### config.mk
export PLATFORM = sky130hd
export DESIGN_NAME = spi_s
export DESIGN_NICKNAME = d
export VERILOG_FILES = /design/src/rtl/spi_s.sv
export SDC_FILE = /design/constraint.sdc
export NUM_CORES = 1
export LEC_CHECK = 0
export ABC_AREA = 1
export BUFFER_PORTS_ARGS = -buffer_cell sky130_fd_sc_hd__buf_4
export CORE_MARGIN = 5
export CORE_UTILIZATION = 59
export CTS_CLUSTER_DIAMETER = 120
export DETAILED_ROUTE_END_ITERATION = 6
export GPL_TIMING_DRIVEN = 0
export PLACE_DENSITY = 0.78
export SYNTH_ARGS = -nofsm -noshare
export SYNTH_HDL_FRONTEND = slang
export SYNTH_SLANG_ARGS = --single-unit
### constraint.sdc
create_clock -name sclk -period 2.4 [get_ports sclk]
set_input_delay 0.72 -clock sclk [delete_from_list [all_inputs] [get_ports sclk]]
set_output_delay 0.72 -clock sclk [all_outputs]
set_load 0.03 [all_outputs]
### src/rtl/spi_s.sv
// SPI mode-0 receive slave: {dc, byte} into a first-word-fall-through FIFO; readback on spi_miso only with SPI_S_MISO_EN.
// Latency: a byte is visible two sclk cycles after the cycle in which its 8th synchronized sck rise is detected.
// Backpressure: none toward the SPI master; a byte arriving at a full FIFO is dropped and rx_ovf is set.
module spi_s #(
  parameter int FIFO_DEPTH  = 4,
  parameter int SYNC_STAGES = 2
) (
  input  logic       sclk,
  input  logic       resetn,
  input  logic       spi_cs_n,
  input  logic       spi_sck,
  input  logic       spi_mosi,
  input  logic       spi_dc,
  output logic       spi_miso,
  output logic [7:0] rx_data,
  output logic       rx_dc,
  output logic       rx_empty,
  input  logic       rx_rd,
  output logic       rx_ovf,
  output logic       frame_err,
  input  logic       err_clr
);

  localparam int AW = $clog2(FIFO_DEPTH);
  localparam int PW = AW + 1;

  localparam logic [1:0] IDLE  = 2'd0;
  localparam logic [1:0] SHIFT = 2'd1;
  localparam logic [1:0] PUSH  = 2'd2;

  logic [SYNC_STAGES-1:0] cs_q, sck_q, mosi_q, dc_q;
  logic                   cs_s, sck_s, mosi_s, dc_s;
  logic                   sck_d;
  logic                   sck_rise;

  logic [1:0] state;
  logic [2:0] cnt;
  logic [7:0] shreg;
  logic       dc_lat;

  logic [PW-1:0] wptr, rptr;
  logic [8:0]    mem [0:FIFO_DEPTH-1];
  logic          full, pop, push_req, push_ok, ovf_set, ferr_set;

  // Idle levels: cs deasserted, sck low, so reset never looks like an edge.
  always_ff @(posedge sclk or negedge resetn) begin
    if (!resetn) begin
      cs_q   <= '1;
      sck_q  <= '0;
      mosi_q <= '0;
      dc_q   <= '0;
      sck_d  <= 1'b0;
    end else begin
      cs_q   <= {cs_q[SYNC_STAGES-2:0], spi_cs_n};
      sck_q  <= {sck_q[SYNC_STAGES-2:0], spi_sck};
      mosi_q <= {mosi_q[SYNC_STAGES-2:0], spi_mosi};
      dc_q   <= {dc_q[SYNC_STAGES-2:0], spi_dc};
      sck_d  <= sck_s;
    end
  end

  assign cs_s     = cs_q[SYNC_STAGES-1];
  assign sck_s    = sck_q[SYNC_STAGES-1];
  assign mosi_s   = mosi_q[SYNC_STAGES-1];
  assign dc_s     = dc_q[SYNC_STAGES-1];
  assign sck_rise = sck_s & ~sck_d;

  assign rx_empty = (wptr == rptr);
  assign full     = (wptr[AW] != rptr[AW]) && (wptr[AW-1:0] == rptr[AW-1:0]);
  assign pop      = rx_rd & ~rx_empty;
  assign push_req = (state == PUSH);
  // A pop in the same cycle frees the slot, so a full FIFO still accepts the byte.
  assign push_ok  = push_req & (~full | pop);
  assign ovf_set  = push_req & full & ~pop;
  assign ferr_set = (state == SHIFT) & cs_s & (cnt != 3'd0);

  always_ff @(posedge sclk or negedge resetn) begin
    if (!resetn) begin
      state  <= IDLE;
      cnt    <= 3'd0;
      shreg  <= 8'h00;
      dc_lat <= 1'b0;
    end else begin
      case (state)
        IDLE: begin
          if (!cs_s) begin
            state <= SHIFT;
            cnt   <= 3'd0;
          end
        end
        SHIFT: begin
          if (cs_s) begin
            state <= IDLE;
            cnt   <= 3'd0;
          end else if (sck_rise) begin
            shreg <= {shreg[6:0], mosi_s};
            cnt   <= cnt + 3'd1;
            if (cnt == 3'd7) begin
              dc_lat <= dc_s;
              state  <= PUSH;
            end
          end
        end
        PUSH: begin
          cnt   <= 3'd0;
          state <= cs_s ? IDLE : SHIFT;
        end
        default: begin
          state <= IDLE;
          cnt   <= 3'd0;
        end
      endcase
    end
  end

  always_ff @(posedge sclk or negedge resetn) begin
    if (!resetn) begin
      wptr      <= '0;
      rptr      <= '0;
      rx_ovf    <= 1'b0;
      frame_err <= 1'b0;
    end else begin
      if (push_ok) wptr <= wptr + 1'b1;
      if (pop)     rptr <= rptr + 1'b1;
      rx_ovf    <= ovf_set  | (rx_ovf    & ~err_clr);
      frame_err <= ferr_set | (frame_err & ~err_clr);
    end
  end

  always_ff @(posedge sclk) begin
    if (push_ok) mem[wptr[AW-1:0]] <= {dc_lat, shreg};
  end

  // Head is masked while empty so stale storage never shows after reset.
  assign rx_data = rx_empty ? 8'h00 : mem[rptr[AW-1:0]][7:0];
  assign rx_dc   = rx_empty ? 1'b0  : mem[rptr[AW-1:0]][8];

`ifdef SPI_S_MISO_EN
  logic       sck_fall;
  logic [7:0] last_byte;
  logic [7:0] tx_sr;

  assign sck_fall = ~sck_s & sck_d;

  // The fall trailing bit 7 arrives with cnt back at 0; skipping it keeps the freshly loaded MSB.
  always_ff @(posedge sclk or negedge resetn) begin
    if (!resetn) begin
      last_byte <= 8'h00;
      tx_sr     <= 8'h00;
    end else if (state == IDLE && !cs_s) begin
      tx_sr <= last_byte;
    end else if (state == PUSH) begin
      last_byte <= shreg;
      tx_sr     <= shreg;
    end else if (state == SHIFT && !cs_s && sck_fall && cnt != 3'd0) begin
      tx_sr <= {tx_sr[6:0], 1'b0};
    end
  end

  assign spi_miso = tx_sr[7];
`else
  assign spi_miso = 1'b0;
`endif

endmodule

==> impl_metrics.csv, run 1 <==
group,metric,value,unit
pwr,ir_drop,0.000604,V
synth,synth-edff-count,36,
finish,layout_commonest_cell,"nand2_1",
worst_setup_path,r2r_setup_slack,0.26,ns
synth,ys_seq_area_frac,0.657,
die,core,4690,um2
worst_setup_path,cp_max_fo,5,
finish,final_nets,317,
drt,postRouteAntennaNets,0,
finish,antenna_cells,0,
die,die_w,79.2,um
clocking,clockBufferDepth,2,
clocking,clkSinkCount,67,
worst_setup_path,crit_slowest_cell,"dfrtp_2",
die,dieHeight,79.2,um
finish,drive_above_1_share,0.265,
worst_hold_path,hold_path.class,"input port to async pin",
sta,fin_crit_sh,0.979,
pwr,p_int,2.03,mW
status,outcome,"finished clean",
pwr,netSwitchingFraction,0.254,
place,placed_area,3040,um2
sta,hold_violations,0,
die,die_area,6280,um2
drt,drt_iter0_drc,229,
place,numPortBuffers,19,
synth,synthCells,260,
worst_setup_path,timing.rr.end,"mem[0][4]$_DFFE_PP_",
drt,wl_per_cell,15.6,um
sta,holdWs,0.295,ns
worst_setup_path,cp.required,1.68,ns
drt,drt_wl_total,5620,um
pwr,p_leak,1.60,nW
drt,route.detailed.drc,0,
synth,synth-seq-cells,67,
pwr,power-per-cell-area,787,nW/um2
grt,grt_pass1_wl,8950,um
place,gp_congestion,0.787,
sta,tns,0,ns
clocking,ctsRootBufferMaster,"clkbuf_8",
finish,final_area,3460,um2
die,start_util,0.603,
synth,ys.flop_type,"edfxtp_1",
grt,grt_max_degree,32,
clocking,clk_latency,0.34,ns
worst_setup_path,r2r_start,"wptr[1]$_DFFE_PN0P_",
pwr,p_switching,693,uW
grt,grt_overflow,0,
grt,grt_pass1_vias,1907,
sta,skew,0.00889,ns
clocking,htreeDepth,3,
synth,synth_nets,276,
synth,ys_warn_count,0,
clocking,clkSlewWorstSetupHoldPaths,0.08,ns
place,hpwl,3390,um
grt,antenna_found_initial,0,
clocking,cts_buffers,9,
synth,async_flop_share,0.463,
synth,syn_area_per_cell,10.9,um2
drt,drtPass1Iterations,4,
sta,layout_setup_ws,0.0513,ns
sta,clock.fmax,0.426,GHz
die,pin_count,21,
place,place_ws,0.170,ns
worst_setup_path,cp-start-kind,"flip-flop",
finish,mostFrequentLayoutCells,"nand2_1 (52), edfxtp_1 (36), dfrtp_1 (27)",
worst_setup_path,crit_type,"flip-flop to primary output",
sta,tightest_slew,0.929,ns
sta,finalSetupViolCount,0,
run,max_cap_viol_count,0,
place,dp.cells,333,
clocking,cts_tree,"done",
worst_setup_path,critPathArrivalTime,1.63,ns
sta,finalMaxSlewViolations,0,
worst_setup_path,ff2ff_path_depth,8,
drt,vias_per_cell,5.48,
die,rows,25,
finish,stdcell_count,360,
synth,synth.cell_area,2830,um2
grt,track_usage,0.190,
sta,timing.slew.headroom,0.378,
worst_setup_path,cp_slowest_stage_delay,0.43,ns
drt,vias,1973,
synth,synth_cell_types,27,
finish,area_delta_synth_final,22.4,%
worst_setup_path,cp_cell_sequence,"inv_4, buf_8, buf_4, o21ai_0, o22ai_1, nand2_1, inv_1, buf_6",
pwr,combPwrFrac,0.074,
sta,fin_crit,2.35,ns
worst_setup_path,end_kind,"primary output",
pwr,seq_power_share,0.545,
pwr,pwr-share-clk,0.381,
how the worst max path moves through the flow:
stage	startpoint	endpoint	slack, ns	depth (start not counted)
floorplan	rptr[0]$_DFFE_PN0N_	rx_data[0]	0.49	7
global placement	rx_rd	mem[3][7]$_DFFE_PP_	0.22	5
detailed placement	rx_rd	mem[0][0]$_DFFE_PP_	0.17	5
CTS	rptr[0]$_DFFE_PN0N_	rx_data[3]	0.007	9
global route	rptr[0]$_DFFE_PN0N_	rx_data[4]	-0.09	8
finish	rptr[0]$_DFFE_PN0N_	rx_data[4]	0.05	8
logic make-up after synthesis:
kind of cell | count (synthesis) | synth area share
other | 1 | 0.00133
AO/OA/AOI/OAI | 35 | 0.0686
adder cells (fa/ha/maj) | 8 | 0.0354
buffers and inverters | 40 | 0.0650
flip-flops | 67 | 0.657
AND/OR/NAND/NOR | 107 | 0.166
XOR/XNOR | 2 | 0.00619
sequential cells by signal, indices dropped and copies added, names as in the netlist, 3 cells and up:
register / count
mem: 36
wptr: 3
rptr: 3
cnt: 3
shreg: 8
layout make-up:
cell class / count / area (um2)
inverter: 31 / 124
multi-input combinational: 153 / 802
sequential: 67 / 1860
timing repair buffer: 30 / 279
fill: 307 / 1230
clock inverter: 7 / 103
buffer: 9 / 101
tap: 54 / 67.6
clock buffer: 9 / 124
layer usage:
| metal | track usage | share of wire |
|---|---|---|
| met1 | 0.242 | 0.40 |
| met2 | 0.315 | 0.52 |
| met3 | 0.0363 | 0.058 |
| met4 | 0.0893 | 0.019 |
| met5 | 0 | 0 |
synthesized netlist by cell type (3+ instances only):
cell type,count,area (um2)
dfrtp_1,29,726
nor2_1,26,97.6
buf_2,3,15.0
inv_1,29,109
o21ai_0,21,105
edfxtp_1,36,1080
nand2_2,6,37.5
o22ai_1,9,56.3
buf_6,3,33.8
ha_1,8,100
nand3_1,17,85.1
nand2_1,53,199
critical path: cells and delay by family, from the launching register on:
family / cells / cell delay [ns]
AO/OA/AOI/OAI: 2 / 0.29
buffers and inverters: 5 / 0.50
flip-flops: 1 / 0.43
AND/OR/NAND/NOR: 1 / 0.08
timing repair:
action,4_1_cts,5_1_grt
endpoints found under the setup margin,9,10
endpoints found under the hold margin,0,0
setup buffers,1,7
pin swaps,2,9
gates resized for setup,8,26
cloned,0,3
hold buffers,0,0
stage by stage:
stage | power, mW | util
global placement | 1.68 | 0.648
CTS | 2.73 | 0.702
finish | 2.73 | 0.738
global route | 2.84 | 0.738
floorplan | 1.61 | -
detailed placement | 1.70 | 0.648
power groups by stage:
stage | clock network (mW) | logic (mW) | registers, mW
floorplan | 0 | 0.144 | 1.46
global placement | 0 | 0.191 | 1.49
detailed placement | 0 | 0.202 | 1.50
CTS | 1.05 | 0.205 | 1.48
global route | 1.11 | 0.232 | 1.50
finish | 1.04 | 0.202 | 1.49
No activity file was read; power rests on OpenSTA's default activity.
==> run 2: changes to the inputs <==
--- a/config.mk
+++ b/config.mk
@@ -8,11 +8,11 @@
 export ABC_AREA = 1
 export BUFFER_PORTS_ARGS = -buffer_cell sky130_fd_sc_hd__buf_4
 export CORE_MARGIN = 5
-export CORE_UTILIZATION = 59
+export CORE_UTILIZATION = 53
 export CTS_CLUSTER_DIAMETER = 120
 export DETAILED_ROUTE_END_ITERATION = 6
 export GPL_TIMING_DRIVEN = 0
-export PLACE_DENSITY = 0.78
+export PLACE_DENSITY = 0.74
 export SYNTH_ARGS = -nofsm -noshare
 export SYNTH_HDL_FRONTEND = slang
 export SYNTH_SLANG_ARGS = --single-unit
==> constraint.sdc (replaced) <==
create_clock -name sclk -period 2.1 [get_ports sclk]
set_input_delay 0.63 -clock sclk [delete_from_list [all_inputs] [get_ports sclk]]
set_output_delay 0.63 -clock sclk [all_outputs]
set_load 0.03 [all_outputs]
==> impl_metrics.csv, run 2 (synthesis gave the netlist of run 1 again) <==
group,metric,value,unit
status,outcome,"complete, but fails checks",
status,violations,"setup timing",
worst_hold_path,hold_path.class,"input port to async pin",
drt,highest_layer,"met4",
worst_setup_path,cp-start-kind,"flip-flop",
die,die_w,83.1,um
pwr,power-per-cell-area,820,nW/um2
drt,drtPass1Iterations,6,
clocking,clockBufferDepth,2,
worst_setup_path,path_delay_family,"buffers and inverters",
place,gp_congestion,0.771,
clocking,htreeDepth,3,
sta,timing.slew.headroom,0.619,
pwr,ir_drop,0.000686,V
worst_setup_path,cp_max_fo,5,
finish,antenna_cells,0,
finish,final_util,0.689,
clocking,clk_latency,0.34,ns
worst_setup_path,cp.required,1.47,ns
drt,route.detailed.drc,0,
worst_setup_path,worst-path-stages,8,
finish,layout_commonest_cell,"nand2_1",
die,core,5140,um2
finish,n_fill_cell,395,
worst_setup_path,cp_cell_sequence,"inv_2, buf_6, buf_8, nor2_2, o22ai_2, nand2_1, inv_1, buf_6",
place,placed_area,3060,um2
grt,antenna_found_initial,0,
place,hpwl,3220,um
finish,drive_above_1_share,0.328,
drt,drt_iter0_drc,101,
worst_setup_path,ff2ff_path_depth,7,
finish,final_area,3540,um2
sta,hold_violations,0,
drt,wl_met3,220,um
die,start_util,0.550,
sta,finalMaxSlewViolations,0,
sta,fin_crit_sh,1.05,
place,numPortBuffers,19,
worst_setup_path,r2r_start,"rptr[2]$_DFFE_PN0N_",
sta,clock.fmax,0.454,GHz
grt,grt_max_degree,32,
drt,wl_per_cell,14.7,um
drt,vias,1913,
worst_setup_path,crit_type,"flip-flop to primary output",
drt,wl_met2,2890,um
worst_setup_path,cp_slowest_stage_delay,0.44,ns
worst_setup_path,end_kind,"primary output",
clocking,clkSinkCount,67,
worst_setup_path,timing.rr.end,"mem[2][2]$_DFFE_PP_",
clocking,cts-hold-fix-buffers,0,
worst_setup_path,crit_start,"rptr[0]$_DFFE_PN0N_",
run,max_cap_viol_count,0,
finish,area_delta_synth_final,25.1,%
die,pin_count,21,
pwr,p_leak,1.60,nW
finish,mostFrequentLayoutCells,"nand2_1 (51), edfxtp_1 (36), dfrtp_1 (26)",
grt,grt_pass1_vias,1868,
die,dieHeight,83.1,um
grt,grt_overflow,0,
finish,largest_reg_flops,36,
sta,fin_crit,2.20,ns
clocking,cts_buffers,9,
drt,vias_per_cell,5.02,
finish,final_nets,322,
worst_setup_path,path_buf_inv,5,
clocking,cts_tree,"done",
drt,drt_wl_total,5590,um
place,place_ws,-0.0395,ns
sta,tns,-0.766,ns
worst_setup_path,crit_slowest_cell,"dfrtp_2",
worst_setup_path,critPathArrivalTime,1.57,ns
sta,skew,0.00877,ns
grt,grt_pass1_wl,8760,um
worst_setup_path,cp_common_cell,"buf_6",
die,die_area,6900,um2
sta,finalSetupViolCount,9,
sta,layout_setup_ws,-0.103,ns
drt,wl_met1,2400,um
sta,tightest_slew,0.571,ns
clocking,ctsRootBufferMaster,"clkbuf_8",
grt,track_usage,0.164,
drt,postRouteAntennaNets,0,
sta,rsz0062_at_grt,"true",
worst_setup_path,crit_path_end,"rx_data[4]",
die,rows,26,
worst_setup_path,r2r_setup_slack,0.16,ns
clocking,clkSlewWorstSetupHoldPaths,0.07,ns
run 2: worst min-delay path by stage:
stage	endpoint	slack, ns
final	frame_err$_DFF_PN0_	0.22
after global routing	cnt[2]$_DFFE_PN0P_	0.24
after CTS	state[1]$_DFFE_PN0P_	0.22
after detailed placement	dc_q[1]$_DFF_PN0_	0.34
after global placement	mosi_q[1]$_DFF_PN0_	0.33
after floorplan	cnt[0]$_DFFE_PN0P_	0.33
run 2: power by group:
group | leakage (nW) | internal (mW) | switching [mW]
sequential | 0.730 | 1.56 | 0.138
combinational | 0.785 | 0.0895 | 0.134
clock | 0.0890 | 0.545 | 0.437
run 2: metrics by stage:
step                total power [mW]  hold slack (ns)  instances
global placement                1.92            0.334        349
CTS                             2.93            0.223        373
global route                    3.04            0.240        381
finish                          2.90            0.218        381
floorplan                       1.84            0.331        260
detailed placement              1.94            0.340        349
run 2: cell type report:
class	instances	area, um2	area share
clock inverters	3	38.8	0.0110
repair buffers	35	330	0.0933
flip-flops and latches	67	1860	0.526
clock buffers	13	139	0.0392
well taps	70	87.6	0.0247
inverters	31	119	0.0336
multi-input cells	154	876	0.247
plain buffers	8	86.3	0.0244
run 2: what timing repair did:
item,CTS,global route
setup buffers,9,6
gates cloned,0,2
pin swaps,2,17
gates resized for setup,26,39
setup endpoints to repair,28,19
run 2: metal layers:
metal / track usage / vias to the layer above
met1: 0.197 / 917
li1: - / 954
met3: 0.0485 / 8
met2: 0.277 / 34
met4: 0.0639 / 0
met5: 0 / -
run 2: worst reg2reg max path: cells and delay by family (launching register included):
| family | cells | cell delay [ns] |
|---|---|---|
| buffers and inverters | 1 | 0.07 |
| flip-flops | 1 | 0.42 |
| AND/OR/NAND/NOR | 6 | 1.07 |
